## src/rtl/motor_pwm_ctrl_pkg.sv

```systemverilog
// Shared types and constants for the motor PWM controller and its channels.
// Mode encodings match the SPI register block and the driver-side code.
// FSM state codes extend the mode codes by one bit so a request maps directly onto a state.
package motor_pwm_ctrl_pkg;

  localparam int NUM_CH = 4;
  localparam int DUTY_W = 16;
  localparam int DEAD_W = 8;

  // Requested drive mode per channel (2 bits in mot_drive_code)
  typedef enum logic [1:0] {
    MODE_OFF   = 2'b00,
    MODE_FWD   = 2'b01,
    MODE_REV   = 2'b10,
    MODE_BRAKE = 2'b11
  } mode_t;

  // Channel FSM states; OFF/FWD/REV/BRAKE share their mode code, DEAD is the extra one
  localparam logic [2:0] ST_OFF   = 3'd0;
  localparam logic [2:0] ST_FWD   = 3'd1;
  localparam logic [2:0] ST_REV   = 3'd2;
  localparam logic [2:0] ST_BRAKE = 3'd3;
  localparam logic [2:0] ST_DEAD  = 3'd4;

  // Steady state that a given request settles into
  function automatic logic [2:0] mode_to_state(input mode_t m);
    return {1'b0, m};
  endfunction

endpackage

```

## src/rtl/motor_pwm_ctrl_if.sv

```systemverilog
// Command/pin bundle between the SPI register block, the PWM controller and the bridge pins.
// master = register side (drives commands, observes pins); slave = the controller.
// No handshake: commands are level registers, sampled every cycle.
interface motor_pwm_ctrl_if;
  import motor_pwm_ctrl_pkg::*;

  logic [DUTY_W-1:0]   mot_duty0;
  logic [DUTY_W-1:0]   mot_duty1;
  logic [DUTY_W-1:0]   mot_duty2;
  logic [DUTY_W-1:0]   mot_duty3;
  logic [2*NUM_CH-1:0] mot_drive_code;
  logic [NUM_CH:0]     mot_allstop;
  logic [NUM_CH-1:0]   mot_a;
  logic [NUM_CH-1:0]   mot_b;
  logic                pwm_sync;

  modport master (
    output mot_duty0, mot_duty1, mot_duty2, mot_duty3,
    output mot_drive_code, mot_allstop,
    input  mot_a, mot_b, pwm_sync
  );

  modport slave (
    input  mot_duty0, mot_duty1, mot_duty2, mot_duty3,
    input  mot_drive_code, mot_allstop,
    output mot_a, mot_b, pwm_sync
  );

endinterface

```

## src/rtl/motor_pwm_ctrl_channel.sv

```systemverilog
// One H-bridge channel: duty shadow, mode FSM with dead-time, registered a/b pins.
// Latency: request -> state 1 cycle, state/pwm -> pins 1 cycle (2 cycles request -> pins).
// No backpressure: request and duty are sampled every cycle; duty only at period wrap.
module motor_pwm_ctrl_channel
  import motor_pwm_ctrl_pkg::*;
#(
  parameter logic [DEAD_W-1:0] DEADTIME = 8'd16
) (
  input  logic              SYS_CLK,
  input  logic              RESET,
  input  logic [DUTY_W-1:0] i_cnt,
  input  logic              i_wrap,
  input  logic [DUTY_W-1:0] i_duty,
  input  mode_t             i_req,
  output logic              o_a,
  output logic              o_b
);

  logic [DUTY_W-1:0] r_shadow;
  logic [2:0]        r_state;
  logic [DEAD_W-1:0] r_dcnt;
  logic              r_a;
  logic              r_b;

  logic [2:0]        w_state_nxt;
  logic [DEAD_W-1:0] w_dcnt_nxt;
  logic [2:0]        w_req_state;
  logic              w_pwm;

  assign w_req_state = mode_to_state(i_req);

  // Shadow at/over PERIOD keeps the comparison true for the whole period (100%)
  assign w_pwm = (i_cnt < r_shadow);

  // Duty is captured only on the last count so a running period is never disturbed
  always_ff @(posedge SYS_CLK or posedge RESET) begin
    if (RESET) begin
      r_shadow <= '0;
    end else if (i_wrap) begin
      r_shadow <= i_duty;
    end
  end

  // Mode transitions: OFF is always immediate, conflicting drive modes go through DEAD
  always_comb begin
    w_state_nxt = r_state;
    w_dcnt_nxt  = r_dcnt;
    if (i_req == MODE_OFF) begin
      w_state_nxt = ST_OFF;
    end else begin
      case (r_state)
        ST_OFF: begin
          w_state_nxt = w_req_state;
        end
        ST_DEAD: begin
          // Exit into whatever is requested now; a mid-dead change does not restart the count
          if (r_dcnt == '0) begin
            w_state_nxt = w_req_state;
          end else begin
            w_dcnt_nxt = r_dcnt - 1'b1;
          end
        end
        ST_FWD, ST_REV, ST_BRAKE: begin
          if (w_req_state != r_state) begin
            w_state_nxt = ST_DEAD;
            w_dcnt_nxt  = DEADTIME - 1'b1;
          end
        end
        default: begin
          w_state_nxt = ST_OFF;
        end
      endcase
    end
  end

  // State and dead counter registers
  always_ff @(posedge SYS_CLK or posedge RESET) begin
    if (RESET) begin
      r_state <= ST_OFF;
      r_dcnt  <= '0;
    end else begin
      r_state <= w_state_nxt;
      r_dcnt  <= w_dcnt_nxt;
    end
  end

  // Registered pin drive; only BRAKE ever sets both inputs together
  always_ff @(posedge SYS_CLK or posedge RESET) begin
    if (RESET) begin
      r_a <= 1'b0;
      r_b <= 1'b0;
    end else begin
      case (r_state)
        ST_FWD: begin
          r_a <= w_pwm;
          r_b <= 1'b0;
        end
        ST_REV: begin
          r_a <= 1'b0;
          r_b <= w_pwm;
        end
        ST_BRAKE: begin
          r_a <= 1'b1;
          r_b <= 1'b1;
        end
        default: begin
          r_a <= 1'b0;
          r_b <= 1'b0;
        end
      endcase
    end
  end

  assign o_a = r_a;
  assign o_b = r_b;

endmodule

```

## src/rtl/motor_pwm_ctrl.sv

```systemverilog
// Four-channel motor PWM: shared timebase, pwm_sync pulse, allstop override, channel array.
// Latency: drive_code/allstop -> pins 2 cycles; duty takes effect at the next period start.
// No backpressure: command registers are level inputs sampled every cycle.
module motor_pwm_ctrl
  import motor_pwm_ctrl_pkg::*;
#(
  parameter logic [DUTY_W-1:0] PERIOD   = 16'd2600,
  parameter logic [DEAD_W-1:0] DEADTIME = 8'd16
) (
  input  logic               SYS_CLK,
  input  logic               RESET,
  motor_pwm_ctrl_if.slave    bus
);

  logic [DUTY_W-1:0] r_cnt;
  logic              r_pwm_sync;

  logic              w_wrap;
  logic [DUTY_W-1:0] w_duty  [NUM_CH];
  mode_t             w_req   [NUM_CH];
  logic [NUM_CH-1:0] w_force;
  logic [NUM_CH-1:0] w_a;
  logic [NUM_CH-1:0] w_b;

  assign w_wrap = (r_cnt == PERIOD - 16'd1);

  // Free-running timebase 0..PERIOD-1
  always_ff @(posedge SYS_CLK or posedge RESET) begin
    if (RESET) begin
      r_cnt <= '0;
    end else if (w_wrap) begin
      r_cnt <= '0;
    end else begin
      r_cnt <= r_cnt + 16'd1;
    end
  end

  // Sync pulse lines up with the cycle in which the counter reads 0
  always_ff @(posedge SYS_CLK or posedge RESET) begin
    if (RESET) begin
      r_pwm_sync <= 1'b0;
    end else begin
      r_pwm_sync <= w_wrap;
    end
  end

  assign w_duty[0] = bus.mot_duty0;
  assign w_duty[1] = bus.mot_duty1;
  assign w_duty[2] = bus.mot_duty2;
  assign w_duty[3] = bus.mot_duty3;

  for (genvar g = 0; g < NUM_CH; g++) begin : g_ch
    // Global or per-channel allstop overrides the SPI drive code with BRAKE
    assign w_force[g] = bus.mot_allstop[NUM_CH] | bus.mot_allstop[g];
    assign w_req[g]   = w_force[g] ? MODE_BRAKE : mode_t'(bus.mot_drive_code[2*g +: 2]);

    motor_pwm_ctrl_channel #(
      .DEADTIME (DEADTIME)
    ) u_ch (
      .SYS_CLK (SYS_CLK),
      .RESET   (RESET),
      .i_cnt   (r_cnt),
      .i_wrap  (w_wrap),
      .i_duty  (w_duty[g]),
      .i_req   (w_req[g]),
      .o_a     (w_a[g]),
      .o_b     (w_b[g])
    );
  end

  assign bus.mot_a    = w_a;
  assign bus.mot_b    = w_b;
  assign bus.pwm_sync = r_pwm_sync;

endmodule
```

## src/flat_wrapper.sv

```systemverilog
// flat-port wrapper written by rule: the top's interface ports become plain ports
module motor_pwm_ctrl_flat import motor_pwm_ctrl_pkg::*;
#(
  parameter logic [DUTY_W-1:0] PERIOD   = 16'd2600,
  parameter logic [DEAD_W-1:0] DEADTIME = 8'd16
)
  (SYS_CLK, RESET, bus_mot_duty0, bus_mot_duty1, bus_mot_duty2, bus_mot_duty3, bus_mot_drive_code, bus_mot_allstop, bus_mot_a, bus_mot_b, bus_pwm_sync);
  motor_pwm_ctrl_if bus_i ();
  input  logic SYS_CLK;
  input  logic RESET;
  input wire logic [$bits(bus_i.mot_duty0)-1:0] bus_mot_duty0;
  input wire logic [$bits(bus_i.mot_duty1)-1:0] bus_mot_duty1;
  input wire logic [$bits(bus_i.mot_duty2)-1:0] bus_mot_duty2;
  input wire logic [$bits(bus_i.mot_duty3)-1:0] bus_mot_duty3;
  input wire logic [$bits(bus_i.mot_drive_code)-1:0] bus_mot_drive_code;
  input wire logic [$bits(bus_i.mot_allstop)-1:0] bus_mot_allstop;
  output wire logic [$bits(bus_i.mot_a)-1:0] bus_mot_a;
  output wire logic [$bits(bus_i.mot_b)-1:0] bus_mot_b;
  output wire logic [$bits(bus_i.pwm_sync)-1:0] bus_pwm_sync;
  assign bus_i.mot_duty0 = bus_mot_duty0;
  assign bus_i.mot_duty1 = bus_mot_duty1;
  assign bus_i.mot_duty2 = bus_mot_duty2;
  assign bus_i.mot_duty3 = bus_mot_duty3;
  assign bus_i.mot_drive_code = bus_mot_drive_code;
  assign bus_i.mot_allstop = bus_mot_allstop;
  assign bus_mot_a = bus_i.mot_a;
  assign bus_mot_b = bus_i.mot_b;
  assign bus_pwm_sync = bus_i.pwm_sync;
  motor_pwm_ctrl #(.PERIOD(PERIOD), .DEADTIME(DEADTIME)) u_core (.SYS_CLK(SYS_CLK), .RESET(RESET), .bus(bus_i));
endmodule
```

## config.mk

```make
export PLATFORM = sky130hd
export DESIGN_NAME = motor_pwm_ctrl_flat
export DESIGN_NICKNAME = d
export VERILOG_FILES = /design/src/rtl/motor_pwm_ctrl_pkg.sv /design/src/rtl/motor_pwm_ctrl_if.sv /design/src/rtl/motor_pwm_ctrl_channel.sv /design/src/rtl/motor_pwm_ctrl.sv /design/src/flat_wrapper.sv
export SDC_FILE = /design/constraint.sdc
export NUM_CORES = 1
export LEC_CHECK = 0
export BUFFER_PORTS_ARGS = -buffer_cell sky130_fd_sc_hd__buf_2
export CAP_MARGIN = 10
export CORE_MARGIN = 2
export CORE_UTILIZATION = 46
export CTS_BUF_LIST = sky130_fd_sc_hd__clkbuf_8
export DETAILED_ROUTE_END_ITERATION = 12
export GPL_TIMING_DRIVEN = 0
export PLACE_DENSITY = 0.61
export SYNTH_ARGS = -nofsm -noshare
export SYNTH_HDL_FRONTEND = slang
export SYNTH_HIERARCHICAL = 1
export SYNTH_SLANG_ARGS = --single-unit
```

## constraint.sdc

```tcl
create_clock -name SYS_CLK -period 2 [get_ports SYS_CLK]
set_clock_uncertainty 0.05 [all_clocks]
set_input_delay 0.2 -clock SYS_CLK [delete_from_list [all_inputs] [get_ports SYS_CLK]]
set_output_delay 0.2 -clock SYS_CLK [all_outputs]
set_load 0.005 [all_outputs]
```

## Word-level counts from Yosys, hierarchy flattened

Index checks and enable logic that the tools add are counted.

| cells by class | value |
|---|---|
| add/subtract/negate cells | 5 |
| $lt $le $gt $ge | 4 |
| equality and inequality tests | 37 |
| muxes and demuxes | 41 |
| bitwise logic cells | 8 |
| reductions and logical operators | 28 |

Operators by type and width:

| cell | number |
|---|---|
| $lt A16 B16 Y1 | 4 |
| $mux W8 | 8 |
| $pmux W8 S2 | 4 |
| $mux W3 | 12 |
| $pmux W3 S3 | 4 |
| $logic_not A8 Y1 | 4 |
| $sub A8 B1 Y8 const B | 4 |
| $eq A3 B2 Y1 const B | 8 |
| $ne A3 B3 Y1 const B | 8 |
| $add A16 B1 Y16 const B | 1 |
| $eq A16 B12 Y1 const B | 1 |
| $mux W16 | 1 |
| $ne A2 B2 Y1 const B | 8 |
| $pmux W1 S2 | 8 |
| $reduce_and A4 Y1 | 4 |
| $eq A3 B1 Y1 const B | 4 |
| $eq A3 B3 Y1 const B | 4 |
| $logic_not A3 Y1 | 4 |
| $ne A2 B3 Y1 | 4 |
| $reduce_or A3 Y1 | 4 |
| $logic_not A2 Y1 | 4 |
| $mux W2 | 4 |
| $reduce_and A2 Y1 | 4 |
| $reduce_bool A2 Y1 | 4 |
| other kinds (2) | 8 |

| word-level totals | value |
|---|---|
| register bits after elaboration | 133 |
| bits of input ports | 79 |
| output and inout bits | 9 |
| logic and storage cells | 145 |

## Longest topological paths before layout

Gate-level depths: netlist of the first run.

| depth | value |
|---|---|
| depth in word-level cells | 6 |
| gate-level depth with buffers | 7 |
| depth with buffers taken out | 6 |

## Modules after synthesis

Netlist of the first run, hierarchy kept.

Modules (own cells, without submodules):

| module | instances | cells an instance | area an instance (um^2) | sequential area each (um^2) |
|---|---|---|---|---|
| motor_pwm_ctrl_channel | 4 | 175 | 1,707.9 | 725.7 |
| motor_pwm_ctrl | 1 | 73 | 800.8 | 425.4 |

## Least setup slack after synthesis of the first run

Ideal clock, no wire load.

| path | value |
|---|---|
| path kind | register to register |
| from | register u_core.g_ch[0].u_ch.r_dcnt[0] |
| to | register u_core.g_ch[0].u_ch.r_dcnt[5] |
| library setup time | 0.127 ns |
| data arrival time | 1.620 ns |
| required time | 1.823 ns |
| slack | 0.203 ns |
| cell stages (with the launch flop) | 8 |
| buffers on the path | 1 |
| period minus slack after synthesis | 1.797 ns |
| cells stage by stage | dfrtp_1 -> inv_1 -> ha_1 -> nor3b_1 -> and2_1 -> buf_6 -> or4b_4 -> mux2i_1 |

| between the ends | value |
|---|---|
| cells in the longest elaborated chain, start to end | 3 |
| elaborated cells on any way between the ends | 6 |
| those cells by class | add/sub (1); eq/ne (1); mux (2); reduce/logical (2) |

Ends and longest elaborated chain:

| item | line | text |
|---|---|---|
| start, declared | motor_pwm_ctrl_channel.sv:21 | `logic [DEAD_W-1:0] r_dcnt;` |
| start signal, assigned | motor_pwm_ctrl_channel.sv:83 | `r_dcnt <= w_dcnt_nxt;` |
| $sub A8 B1 Y8 / $logic_not A8 Y1 (equally long branches) | motor_pwm_ctrl_channel.sv:60, motor_pwm_ctrl_channel.sv:57 |  |
| $mux W8 / $ne A2 B2 Y1 (equally long branches) | - |  |
| $pmux W8 S2 / $reduce_and A4 Y1 (equally long branches) | - |  |

Several ways; a longest one is shown, not always the timed one. The select of a mux whose other input is x is not followed.
A chain may end at the register's enable or synchronous reset.

## Worst setup path in the final report of the first run

| path | value |
|---|---|
| from | register u_core.r_cnt[6] |
| to | register u_core.g_ch[1].u_ch.r_b |

| between the ends | value |
|---|---|
| cells in the longest elaborated chain, start to end | 2 |

Ends and longest elaborated chain:

| item | line | text |
|---|---|---|
| start, declared | motor_pwm_ctrl.sv:15 | `logic [DUTY_W-1:0] r_cnt;` |
| start signal, assigned | motor_pwm_ctrl.sv:34 | `r_cnt <= r_cnt + 16'd1;` |
| $lt A16 B16 Y1 | motor_pwm_ctrl_channel.sv:33 | `assign w_pwm = (i_cnt < r_shadow);` |
| $pmux W1 S2 | motor_pwm_ctrl_channel.sv:93 | `case (r_state)` |
| end signal, assigned | motor_pwm_ctrl_channel.sv:100 | `r_b <= w_pwm;` |
| end, declared | motor_pwm_ctrl_channel.sv:23 | `logic r_b;` |

No other way between the ends.

==> results of run 1 <==
==> logic make-up after synthesis <==
family | share of synthesized area
AOI/OAI and AO/OA | 0.1456
adders and majority gates | 0.1131
DFF | 0.4361
xor gates and xnor gates | 0.01836
and+or+nand+nor | 0.1962
muxes | 0.03410
buffers and inverters | 0.05656
==> power breakdown <==
group / internal [uW] / total [uW] / leakage (uW) / switching [uW]
Sequential: 2990 / 3230 / 0.00142 / 248
Clock: 1170 / 2200 / 0.000209 / 1030
Combinational: 1040 / 2190 / 0.00311 / 1150
Total: 5190 / 7620 / 0.00474 / 2430
==> final cells by class <==
type                       instances  area [um2]  share of cell area
sequential                       133        3339              0.3488
inverter                          73       274.0             0.02862
timing repair buffer             156        1196              0.1249
clock inverter                     9       75.07            0.007841
clock buffer                      23       316.6             0.03306
buffer                            25       200.2             0.02091
tap                              220       275.3             0.02875
multi-input combinational        542        3897              0.4071
==> per-stage QoR <==
step | total power, uW | setup TNS (ns)
final | 7625 | 0
after detailed placement | 5346 | -13.98
after CTS | 7675 | 0
after global routing | 8128 | 0
after floorplan | 4809 | 0
after global placement | 5275 | -10.86
==> timing repair <==
item / CTS / global route
endpoints found under the setup margin: 66 / 58
hold endpoints to repair: 81 / 0
resized for setup: 21 / 24
hold buffers: 65 / 0
==> metal layers <==
layer	vias up	routed length, um
li1	3115	-
met1	2973	8568
met2	145	8676
met3	22	744
met4	0	205
met5	-	0
==> state kept, by name, summed over array words and instances, names as in the netlist <==
signal,flops
u_core/g_ch.u_ch/o_b,4
u_core/bus.pwm_sync,1
u_core/g_ch.u_ch/o_a,4
u_core/g_ch.u_ch/r_state,12
u_core/g_ch.u_ch/r_shadow,64
u_core/r_cnt,16
u_core/g_ch.u_ch/r_dcnt,32
==> tightest hold or removal path: stages <==
cell and delay (ns):
buf_2 0.07, or3_1 0.11, and2_1 0.12
==> worst max-delay path by stage <==
stage                                               from                                     endpoint  slack, ns  cells after the start
2_1_floorplan  u_core/g_ch[0].u_ch/r_dcnt[0]$_DFFE_PP0P_    u_core/g_ch[0].u_ch/r_dcnt[5]$_DFFE_PP0P_       0.20                      7
3_3_place_gp                   u_core/r_cnt[1]$_DFF_PP0_  u_core/g_ch[1].u_ch/r_shadow[9]$_DFFE_PP0P_      -0.24                      7
3_5_place_dp                   u_core/r_cnt[1]$_DFF_PP0_  u_core/g_ch[1].u_ch/r_shadow[9]$_DFFE_PP0P_      -0.29                      7
4_1_cts                       u_core/r_cnt[15]$_DFF_PP0_            u_core/g_ch[1].u_ch/o_b$_DFF_PP0_       0.01                      5
5_1_grt                        u_core/r_cnt[1]$_DFF_PP0_  u_core/g_ch[1].u_ch/r_shadow[9]$_DFFE_PP0P_      0.004                      7
6_report                       u_core/r_cnt[6]$_DFF_PP0_            u_core/g_ch[1].u_ch/o_b$_DFF_PP0_       0.06                      5
==> cells in the final DEF, fill, tap and decap left out, drive strengths merged, types with 22 or more instances in the layout <==
cell type / n
ha: 69
nand4: 23
inv: 74
clkbuf: 36
buf: 103
nand2: 95
o21ai: 89
nor2: 22
dlygate4sd3: 65
dfrtp: 133
==> impl_summary.log, run 1 <==
INFO  metric synth_commonest_cells = 133 x dfrtp_1, 95 x nand2_1, 88 x o21ai_0
INFO  metric cp_data_arrival_time = around 2.2 ns
INFO  metric fmax = between 0.5 and 0.6 GHz
INFO  metric clock_transition_at_path_regs = about 0.070 ns
INFO  metric path_class = flip-flop to flip-flop
INFO  metric drt_first_pass_iters = 5
INFO  metric finalCriticalPeriod = approximately 1.9 ns
INFO  metric rsz0062_at_grt = no
INFO  metric postLayoutCellArea = ~0.0096 mm2
INFO  metric final.hold.worst_slack = a little over 0.05 ns
INFO  metric critPathSlowestCell = dfrtp_1
INFO  metric nets = 1096
INFO  metric die_h = approximately 130 um
INFO  metric synth_seq_cells = between 100 and 150
INFO  metric clock_latency = between 0.4 and 0.5 ns
INFO  metric power_per_cell_area = roughly 800 mW/mm2
INFO  metric yosys_warnings = 6
INFO  metric row_count = 47
INFO  metric ctsHtreeMaxLevel = 4
INFO  metric tightestPinTransition = between 0.6 and 0.7 ns
INFO  metric ys_async_sr_fraction = 1.000
INFO  metric critical-path-top-delay-family = compound AO/OA/AOI/OAI gates
INFO  metric detailroute.via_count = around 6.3k
INFO  metric dp.final_hpwl = 12820 um
INFO  metric cell_area_placed = between 0.008 and 0.009 mm2
INFO  metric synthesis.area_per_instance = ~9.9 um2
INFO  metric post_syn_instances = 773
INFO  metric setup_slack = 0.06423 ns
INFO  metric layout-drive-gt1-share = 0.1998
INFO  metric hold_path_startpoint = bus_mot_drive_code[6]
INFO  metric antenna_cells_inserted = 0
INFO  metric critical_path_buf_inv_count = 0
INFO  metric outcome = finished clean
INFO  metric slew_headroom = 0.5673
INFO  metric list_of_cells_traversed_by_the_critical_path = ha_1 -> a41o_1 -> a21oi_1 -> o32ai_2 -> o21ai_0
INFO  metric worst_hold_path.num_cells = 3
INFO  metric floorplan.initialDensity = 0.4652
INFO  metric setup_viol = 0
INFO  metric layout.cells.non_filler = 1181
INFO  metric drt.antenna.violating_nets = 0
INFO  metric detailedRoute.firstIterationViolations = between 200 and 300
INFO  metric drt_drc_violations_left = 0
INFO  metric synthFlopType = dfrtp_1
INFO  metric critical_path.reg2reg.endpoint = u_core/g_ch[1].u_ch/o_b$_DFF_PP0_
INFO  metric grt_use_total = 0.2138
INFO  metric syn_to_final_growth = 25.44%
INFO  metric detail_route.vias_per_cell = between 5 and 6
INFO  metric met3_usage = 0.04444
INFO  metric drt-wirelength-per-cell = 15.41 um
INFO  metric synth_area = 0.007632 mm2
INFO  metric die_outline_area = ~0.018 mm2
INFO  metric timing.final.hold_violations = 0
INFO  metric count_of_flip_flops_with_a_built_in_enable_after_synthesis = 0
INFO  metric post_synth_main_area_contributors = dfrtp_1 44%, ha_1 11%, o21ai_0 5.8%
INFO  metric port_buffers = 87
INFO  metric worstSetupStartpointType = flip-flop
INFO  metric number_of_antenna_violations_at_the_first_check_in_global_routing = 1
INFO  metric met2_usage_in_global_routing = 0.3564
INFO  metric slew_violations = 0
INFO  metric max_cap_violations = 0
INFO  metric regToRegSetupSlack = ~0.064 ns
INFO  metric cts_sinks = approximately 130
INFO  metric worstReg2RegStart = u_core/r_cnt[6]$_DFF_PP0_
INFO  metric synth.lib_cells_used.distinct = 49
INFO  metric syn_nets = around 920
INFO  metric global_route.overflow_total = 0
INFO  metric fillerInstances = 1435
INFO  metric synth_top_cell_by_area = dfrtp_1
INFO  metric core = approximately 0.016 mm2
INFO  metric die_x = approximately 130 um
INFO  metric delay_of_the_slowest_cell_on_the_worst_path = between 0.6 and 0.7 ns
INFO  metric post_cts.repair.setup_buffers = 0
INFO  metric hold_path_end = u_core/g_ch[3].u_ch/r_state[0]$_DFFE_PP0P_
INFO  metric grt_pass1_wl = around 30000 um
INFO  metric placedCellCount = about 1.1k
INFO  metric pre_cts_ws = -0.2912 ns
INFO  metric maximum_number_of_pins_on_one_net_before_global_route_repair = 30
INFO  metric critical_path.endpoint_type = flip-flop
INFO  metric yosys.cell_count.top_type = dfrtp_1
INFO  metric worst_ir_drop_vdd = around 0.64 mV
INFO  metric p_leak = 0.004740 uW
INFO  metric synth_top_area_frac = 0.4361
INFO  metric boundaryPins = 88
INFO  metric grtUsageMet1 = 0.2838
INFO  metric r2r.worst_path.cells = 5
INFO  metric clock-root-buffer = clkbuf_8
INFO  metric final_util = 0.5835
INFO  metric routabilityCongestion = roughly 0.8
INFO  metric worst_hold_path_type = input port to flip-flop
INFO  metric max_fanout_on_critical_path = 7
INFO  metric worst-endpoint-required = 2.29 ns
INFO  metric tritoncts = done
INFO  metric fin_crit_sh = 0.9679
INFO  metric clock_path_buffers = 2
INFO  metric tritoncts.num_buffers = 17
INFO  metric global_route.peak_usage_layer = met2
INFO  metric first_global_vias = about 6.3k
INFO  metric drt_wirelength = 18190 um
INFO  metric ys_seq_area_frac = 0.4361
Note: power is estimated with default switching activity, not from simulation.
==> inputs of run 2 (changes only) <==
--- a/config.mk
+++ b/config.mk
@@ -7,12 +7,14 @@
 export LEC_CHECK = 0
 export BUFFER_PORTS_ARGS = -buffer_cell sky130_fd_sc_hd__buf_2
 export CAP_MARGIN = 10
+export CELL_PAD_IN_SITES_DETAIL_PLACEMENT = 2
+export CELL_PAD_IN_SITES_GLOBAL_PLACEMENT = 2
 export CORE_MARGIN = 2
-export CORE_UTILIZATION = 46
+export CORE_UTILIZATION = 42
 export CTS_BUF_LIST = sky130_fd_sc_hd__clkbuf_8
 export DETAILED_ROUTE_END_ITERATION = 12
 export GPL_TIMING_DRIVEN = 0
-export PLACE_DENSITY = 0.61
+export PLACE_DENSITY = 0.84
 export SYNTH_ARGS = -nofsm -noshare
 export SYNTH_HDL_FRONTEND = slang
 export SYNTH_HIERARCHICAL = 1
==> constraint.sdc (replaced) <==
create_clock -name SYS_CLK -period 2.4 [get_ports SYS_CLK]
set_clock_uncertainty 0.05 [all_clocks]
set_input_delay 0.24 -clock SYS_CLK [delete_from_list [all_inputs] [get_ports SYS_CLK]]
set_output_delay 0.24 -clock SYS_CLK [all_outputs]
set_load 0.1 [all_outputs]
==> run 2 against run 1 <==
The run now ends with setup timing left; global-route usage grew 11 points; sequential share of layout area shrank 0.055 points; wire length grew 100%; non-clock buffer count is the same; first-iteration DRC count grew 95%; clock-buffer cell count shrank 3; clock power shrank 4%.
==> impl_summary.log, run 2 (synthesis results as in run 1) <==
INFO  metric grt_use_total = 0.3190 (+0.1052)
INFO  metric tritoncts.num_buffers = 17 (unchanged)
INFO  metric critical_path.endpoint_type = flip-flop
INFO  metric pre_cts_ws = -0.1611 ns (+0.1301 ns)
INFO  metric first_global_vias = 8245 (+31%)
INFO  metric max_fanout_on_critical_path = 23 (+16)
INFO  metric p_leak = 0.004756 uW (+0.33%)
INFO  metric timing.final.hold_violations = 0 (unchanged)
INFO  metric final.hold.worst_slack = 0.08709 ns (+0.03559 ns)
INFO  metric sequential_cell_area = 0.003331 mm2 (-0.26%)
INFO  metric worst_hold_path_type = input port to flip-flop
INFO  metric total_met3_wirelength_after_detailed_routing = 1900 um (+160%)
INFO  metric post_cts.repair.setup_buffers = 0 (unchanged)
INFO  metric clock_transition_at_path_regs = 0.09 ns (+0.02 ns)
INFO  metric row_count = 49 (+4.3%)
INFO  metric boundaryPins = 88 (unchanged)
INFO  metric global_route.overflow_total = 0 (unchanged)
INFO  metric worst_ir_drop_vdd = 0.8203 mV (+29%)
INFO  metric nets = 1096 (unchanged)
INFO  metric path_class = flip-flop to flip-flop
INFO  metric failed_checks = setup timing
INFO  metric fmax = 0.3897 GHz (-25%)
INFO  metric drt.antenna.violating_nets = 0 (unchanged)
INFO  metric power_per_cell_area = 783.9 mW/mm2 (-1.6%)
INFO  metric clock_path_buffers = 2 (unchanged)
INFO  metric cell_area_placed = 0.008354 mm2 (+0.13%)
INFO  metric number_of_antenna_violations_at_the_first_check_in_global_routing = 1 (unchanged)
INFO  metric slew_headroom = 0.5092 (-0.05812)
INFO  metric met2_wirelength = 18990 um (+120%)
INFO  metric finalCriticalPeriod = 2.566 ns (+0.6303 ns)
INFO  metric cts_sinks = 133 (unchanged)
INFO  metric layout-drive-gt1-share = 0.1873 (-0.01249)
INFO  metric drt_drc_violations_left = 0 (unchanged)
INFO  metric fin_crit_sh = 1.069 (+0.1013)
INFO  metric detailroute.via_count = 7419 (+19%)
INFO  metric slew_violations = 0 (unchanged)
INFO  metric ctsHtreeMaxLevel = 4 (unchanged)
INFO  metric cp_data_arrival_time = 2.88 ns (+0.65 ns)
INFO  metric port_buffers = 87 (unchanged)
INFO  metric detailedRoute.firstIterationViolations = 506 (+95%)
INFO  metric clock_latency = 0.50 ns (+0.06 ns)
INFO  metric hold_path_startpoint = bus_mot_drive_code[2]
INFO  metric setup_viol = 18 (+18)
INFO  metric layout.cells.most_common_list = 131 x dfrtp_1, 95 x nand2_1, 88 x buf_2, 88 x o21ai_0, 76 x inv_1
INFO  metric dp.final_hpwl = 17870 um (+39%)
INFO  metric clock-root-buffer = clkbuf_8
INFO  metric largest_register_ff_count = 64 (unchanged)
INFO  metric registers_with_the_most_flip_flops = u_core/g_ch.u_ch/r_shadow x64, u_core/g_ch.u_ch/r_dcnt x32, u_core/r_cnt x16
INFO  metric drt_wirelength = 36740 um (+100%)
INFO  metric routabilityCongestion = 0.7820 (-3.5%)
INFO  metric delay_of_the_slowest_cell_on_the_worst_path = 0.55 ns (-0.07 ns)
INFO  metric critPathSlowestCell = dfrtp_2
INFO  metric hold_path_end = u_core/g_ch[1].u_ch/r_state[0]$_DFFE_PP0P_
INFO  metric core = 0.01790 mm2 (+9.1%)
INFO  metric wirelength_met1 = 13710 um (+60%)
INFO  metric die_h = 138.8 um (+4.5%)
INFO  metric postLayoutCellArea = 0.009564 mm2 (-0.10%)
INFO  metric maximum_number_of_pins_on_one_net_before_global_route_repair = 30 (unchanged)
INFO  metric floorplan.initialDensity = 0.4263 (-0.03885)
INFO  metric worst-endpoint-required = 2.72 ns (+0.43 ns)
INFO  metric grt_pass1_wl = 47310 um (+57%)
INFO  metric final_common_cell = dfrtp_1
INFO  metric highest-signal-layer = met4
INFO  metric max_cap_violations = 0 (unchanged)
INFO  metric drt_first_pass_iters = 5 (unchanged)
INFO  metric worstReg2RegStart = u_core/r_cnt[1]$_DFF_PP0_
INFO  metric detail_route.vias_per_cell = 6.229 (+18%)
INFO  metric list_of_cells_traversed_by_the_critical_path = ha_1 -> nor4bb_1 -> and4_1 -> buf_6 -> clkbuf_2 -> nand2_1 -> o21ai_0
INFO  metric die_x = 138.8 um (+4.5%)
INFO  metric regToRegSetupSlack = -0.17 ns (-0.23 ns)
INFO  metric outcome = finished with violations
INFO  metric drt-wirelength-per-cell = 30.84 um (+100%)
INFO  metric die_outline_area = 0.01927 mm2 (+9.2%)
INFO  metric worstSetupStartpointType = flip-flop
INFO  metric worst_hold_path.num_cells = 3 (unchanged)
INFO  metric critical_path_buf_inv_count = 2 (+2)
INFO  metric tightestPinTransition = 0.7310 ns (+0.08264 ns)
INFO  metric max_flop_register = u_core/g_ch.u_ch/r_shadow
INFO  metric tritoncts = done
INFO  metric critical_path.reg2reg.endpoint = u_core/g_ch[0].u_ch/r_shadow[1]$_DFFE_PP0P_
INFO  metric critical-path-top-delay-family = simple AND/OR/NAND/NOR gates
INFO  metric total_area_of_multi_input_combinational_cells = 0.003881 mm2 (-0.42%)
INFO  metric r2r.worst_path.cells = 7 (+2)
INFO  metric setup_slack = -0.1661 ns (-0.2303 ns)
INFO  metric syn_to_final_growth = 25.31%
INFO  metric fillerInstances = 1802 (+26%)
==> run 2: worst max-delay path by stage <==
stage                                                         endpoint  cells past startpoint                                       from
after CTS                 u_core/g_ch[1].u_ch/r_shadow[13]$_DFFE_PP0P_                      6                  u_core/r_cnt[1]$_DFF_PP0_
after detailed placement   u_core/g_ch[0].u_ch/r_shadow[3]$_DFFE_PP0P_                      6                  u_core/r_cnt[1]$_DFF_PP0_
after floorplan              u_core/g_ch[0].u_ch/r_dcnt[5]$_DFFE_PP0P_                      7  u_core/g_ch[0].u_ch/r_dcnt[0]$_DFFE_PP0P_
final                      u_core/g_ch[0].u_ch/r_shadow[1]$_DFFE_PP0P_                      7                  u_core/r_cnt[1]$_DFF_PP0_
after global placement    u_core/g_ch[2].u_ch/r_shadow[13]$_DFFE_PP0P_                      7                  u_core/r_cnt[1]$_DFF_PP0_
after global routing       u_core/g_ch[0].u_ch/r_shadow[1]$_DFFE_PP0P_                      7                  u_core/r_cnt[1]$_DFF_PP0_
==> run 2: timing repair <==
action                                  in CTS  in global routing
hold buffers                                64                  1
gates cloned                                 0                  0
endpoints found under the setup margin      48                 63
pin swaps                                    0                  0
gates resized for setup                     10                 14
hold endpoints to repair                    80                  1
==> run 2: layout make-up <==
| class | count | share of cell area |
|---|---|---|
| antenna | 1 | 0.0002616 |
| clock buffer | 20 | 0.02878 |
| sequential | 133 | 0.3482 |
| inverter | 73 | 0.02865 |
| tap | 229 | 0.02996 |
| multi-input combinational | 542 | 0.4058 |
| timing repair buffer | 156 | 0.1251 |
| buffer | 25 | 0.01897 |
| clock inverter | 12 | 0.01426 |
==> run 2: per-layer routing <==
metal,track usage,up-vias
li1,-,3101
met2,0.5893,367
met3,0.06906,159
met4,0.1494,0
met5,0,-
met1,0.3475,3792
==> run 2: worst reg2reg max path: stages, from the launching register on <==
cell and delay [ns]:
dfrtp_2 0.55, ha_1 0.34, nor4bb_1 0.27, and4_1 0.26
buf_6 0.26, clkbuf_2 0.36, nand2_1 0.17, o21ai_0 0.18
==> run 2: metrics by stage <==
step           std cells  TNS [ns]  utilization  power, uW
6_report            1191   -0.6634       0.5342       7497
5_1_grt             1191    -1.389       0.5342       7777
4_1_cts             1185         0       0.5261       7144
3_5_place_dp        1089    -2.243       0.4667       4977
3_3_place_gp        1089         0       0.4667       4785
2_1_floorplan        773         0            -       4375
==> run 2: report_power, final <==
part	switching [uW]	internal (uW)
combinational	1740	883
clock	1030	1090
sequential	269	2490
==> inputs of run 3 (changes only) <==
--- a/config.mk
+++ b/config.mk
@@ -9,7 +9,7 @@
 export CAP_MARGIN = 10
 export CELL_PAD_IN_SITES_DETAIL_PLACEMENT = 2
 export CELL_PAD_IN_SITES_GLOBAL_PLACEMENT = 2
-export CORE_MARGIN = 2
+export CORE_MARGIN = 5
 export CORE_UTILIZATION = 42
 export CTS_BUF_LIST = sky130_fd_sc_hd__clkbuf_8
 export DETAILED_ROUTE_END_ITERATION = 12
==> run 3 against run 2 <==
The run now ends clean; cell area about the same; via count decreased by 6.6%; maximum frequency increased by 11%; global-route usage decreased by 4.0 points; final cell count decreased by 0.17%; die area increased by 8.8%; worst setup slack improved by 0.26 ns; sequential share of layout area about the same; non-clock buffer count decreased by 3; sequential power about the same; hold slack got worse by 0.074 ns; critical path type unchanged; critical endpoint is now u_core/g_ch[2].u_ch/r_shadow[1]$_DFFE_PP0P_; highest routed layer unchanged.
==> impl_summary.log, run 3 (synthesis results as in run 1) <==
INFO  metric power_per_cell_area = 767.7 mW/mm2 (-2.1%)
INFO  metric clock-root-buffer = clkbuf_8
INFO  metric setup_viol = 0 (-18)
INFO  metric row_count = 49 (unchanged)
INFO  metric boundaryPins = 88 (unchanged)
INFO  metric hold_path_end = u_core/g_ch[0].u_ch/r_shadow[1]$_DFFE_PP0P_
INFO  metric largest_register_ff_count = 64 (unchanged)
INFO  metric tritoncts = done
INFO  metric detailedRoute.firstIterationViolations = 339 (-33%)
INFO  metric slew_headroom = 0.4865 (-0.02263)
INFO  metric outcome = finished clean
INFO  metric worstSetupStartpointType = flip-flop
INFO  metric critical_path_buf_inv_count = 2 (unchanged)
INFO  metric worst_hold_path_type = input port to flip-flop
INFO  metric delay_of_the_slowest_cell_on_the_worst_path = 0.67 ns (+0.12 ns)
INFO  metric grt_pass1_wl = 44750 um (-5.4%)
INFO  metric slew_violations = 0 (unchanged)
INFO  metric core = 0.01790 mm2 (unchanged)
INFO  metric tritoncts.num_buffers = 17 (unchanged)
INFO  metric die_x = 144.8 um (+4.3%)
INFO  metric nets = 1093 (-0.27%)
INFO  metric post_cts.repair.setup_buffers = 0 (unchanged)
INFO  metric critical-path-top-delay-family = simple AND/OR/NAND/NOR gates
INFO  metric r2r.worst_path.cells = 6 (-1)
INFO  metric fmax = 0.4330 GHz (+11%)
INFO  metric path_class = flip-flop to flip-flop
INFO  metric final_util = 0.5341 (about the same)
INFO  metric floorplan.initialDensity = 0.4263 (unchanged)
INFO  metric dp.final_hpwl = 17930 um (+0.33%)
INFO  metric worstReg2RegStart = u_core/r_cnt[11]$_DFF_PP0_
INFO  metric grt_use_total = 0.2795 (-0.03956)
INFO  metric final_common_cell = dfrtp_1
INFO  metric drt_wirelength = 29910 um (-19%)
INFO  metric clock_transition_at_path_regs = 0.08 ns (about the same)
INFO  metric finalCriticalPeriod = 2.310 ns (-0.2564 ns)
INFO  metric max_flop_register = u_core/g_ch.u_ch/r_shadow
INFO  metric timing.final.hold_violations = 0 (unchanged)
INFO  metric list_of_cells_traversed_by_the_critical_path = nor4bb_1 -> and4_1 -> buf_6 -> clkbuf_2 -> nand2_1 -> o21ai_0
INFO  metric regToRegSetupSlack = 0.09 ns (+0.26 ns)
INFO  metric worst-endpoint-required = 2.68 ns (-0.04 ns)
INFO  metric drt-wirelength-per-cell = 25.15 um (-18%)
INFO  metric detail_route.vias_per_cell = 5.828 (-6.4%)
INFO  metric critPathSlowestCell = dfrtp_1
INFO  metric rsz0062_at_grt = no
INFO  metric max_cap_violations = 0 (unchanged)
INFO  metric critical_path.endpoint_type = flip-flop
INFO  metric hold_path_startpoint = bus_mot_duty0[1]
INFO  metric clock_path_buffers = 2 (unchanged)
INFO  metric p_leak = 0.004747 uW (-0.18%)
INFO  metric first_global_vias = 8005 (-2.9%)
INFO  metric drt_first_pass_iters = 5 (unchanged)
INFO  metric detailroute.via_count = 6930 (-6.6%)
INFO  metric die_outline_area = 0.02097 mm2 (+8.8%)
INFO  metric die_h = 144.8 um (+4.3%)
INFO  metric global_route.overflow_total = 0 (unchanged)
INFO  metric port_buffers = 87 (unchanged)
INFO  metric postLayoutCellArea = 0.009562 mm2 (about the same)
INFO  metric fin_crit_sh = 0.9623 (-0.1068)
INFO  metric tightestPinTransition = 0.7508 ns (+0.01978 ns)
INFO  metric clock_latency = 0.46 ns (-0.04 ns)
INFO  metric worst_hold_path.num_cells = 3 (unchanged)
INFO  metric cell_area_placed = 0.008354 mm2 (unchanged)
INFO  metric syn_to_final_growth = 25.28% (about the same)
INFO  metric number_of_antenna_violations_at_the_first_check_in_global_routing = 1 (unchanged)
INFO  metric worst_ir_drop_vdd = 0.6372 mV (-22%)
INFO  metric ctsHtreeMaxLevel = 4 (unchanged)
INFO  metric registers_with_the_most_flip_flops = u_core/g_ch.u_ch/r_shadow x64, u_core/g_ch.u_ch/r_dcnt x32, u_core/r_cnt x16
INFO  metric critical_path.reg2reg.endpoint = u_core/g_ch[2].u_ch/r_shadow[1]$_DFFE_PP0P_
INFO  metric layout.cells.most_common_list = 131 x dfrtp_1, 95 x nand2_1, 88 x buf_2, 88 x o21ai_0, 73 x inv_1
INFO  metric routabilityCongestion = 0.7741 (-1.0%)
INFO  metric drt.antenna.violating_nets = 0 (unchanged)
INFO  metric cp_data_arrival_time = 2.59 ns (-0.29 ns)
INFO  metric cts_sinks = 133 (unchanged)
INFO  metric drt_drc_violations_left = 0 (unchanged)
INFO  metric max_fanout_on_critical_path = 23 (unchanged)
INFO  metric layout-drive-gt1-share = 0.1921 (+0.004762)
INFO  metric maximum_number_of_pins_on_one_net_before_global_route_repair = 30 (unchanged)
==> run 3: cell types whose count changed in the layout (fill, tap and decap cells not counted), moves of 2 or more <==
cell / delta
clkinv_4: +3
dlygate4sd3_1: -3
inv_1: -3
clkbuf_8: -2
clkinv_2: +2
==> run 3: worst max-delay path by stage <==
stage	startpoint	to	slack [ns]	cells past startpoint
detailed placement	u_core/r_cnt[1]$_DFF_PP0_	u_core/g_ch[0].u_ch/r_shadow[4]$_DFFE_PP0P_	-0.07	6
finish	u_core/r_cnt[11]$_DFF_PP0_	u_core/g_ch[2].u_ch/r_shadow[1]$_DFFE_PP0P_	0.09	6
CTS	u_core/r_cnt[1]$_DFF_PP0_	u_core/g_ch[1].u_ch/r_shadow[3]$_DFFE_PP0P_	0.01	6
global placement	u_core/r_cnt[1]$_DFF_PP0_	u_core/g_ch[0].u_ch/r_shadow[4]$_DFFE_PP0P_	0.13	7
floorplan	u_core/g_ch[0].u_ch/r_dcnt[0]$_DFFE_PP0P_	u_core/g_ch[0].u_ch/r_dcnt[5]$_DFFE_PP0P_	0.60	7
global route	u_core/r_cnt[7]$_DFF_PP0_	u_core/g_ch[0].u_ch/r_shadow[4]$_DFFE_PP0P_	0.03	6
==> run 3: where the power goes <==
group          switching, uW  total, uW  internal [uW]  leakage [uW]
clock network            992       2140           1150      0.000222
logic                   1580       2460            872       0.00309
registers                254       2740           2490       0.00143
==> run 3: worst register-to-register path: cells and delay by family, from the launching register on <==
kind / cells / cell delay [ns]
AND/OR/NAND/NOR: 3 / 0.78
flip-flops: 1 / 0.67
buffers and inverters: 2 / 0.55
AO/OA/AOI/OAI: 1 / 0.15
==> run 3: repair_timing <==
item	CTS	global route
hold endpoints to repair	78	0
hold buffers	62	0
gates resized for setup	6	22
setup endpoints to repair	25	65
==> run 3: area by class of cell <==
class	instances	area, um2
Multi-Input combinational cell	542	3886
Clock buffer	18	247.7
Timing Repair Buffer	153	1166
Clock inverter	14	183.9
Antenna cell	2	5.005
Buffer	25	181.4
Inverter	73	274.0
Sequential cell	133	3331
Tap cell	229	286.5
Fill cell	1802	8341
==> run 3: metal layers <==
metal  wire (um)  up-vias  track usage
met4        1004        0       0.1046
met5           0        -            0
met3        1105       66      0.05061
li1            -     3100            -
met2       15950      175       0.5104
met1       11850     3589       0.3250
==> run 3: metrics by stage <==
step | setup TNS, ns | instances | hold WS, ns | power, uW | setup WS [ns]
after global placement | 0 | 1089 | 0.3556 | 4791 | 0.1322
after floorplan | 0 | 773 | 0.1161 | 4375 | 0.6029
after CTS | 0 | 1183 | 0.01051 | 7240 | 0.01496
final | 0 | 1189 | 0.01321 | 7341 | 0.09036
after global routing | 0 | 1188 | 0.02131 | 7701 | 0.03122
after detailed placement | -0.1568 | 1089 | 0.3793 | 5003 | -0.06714
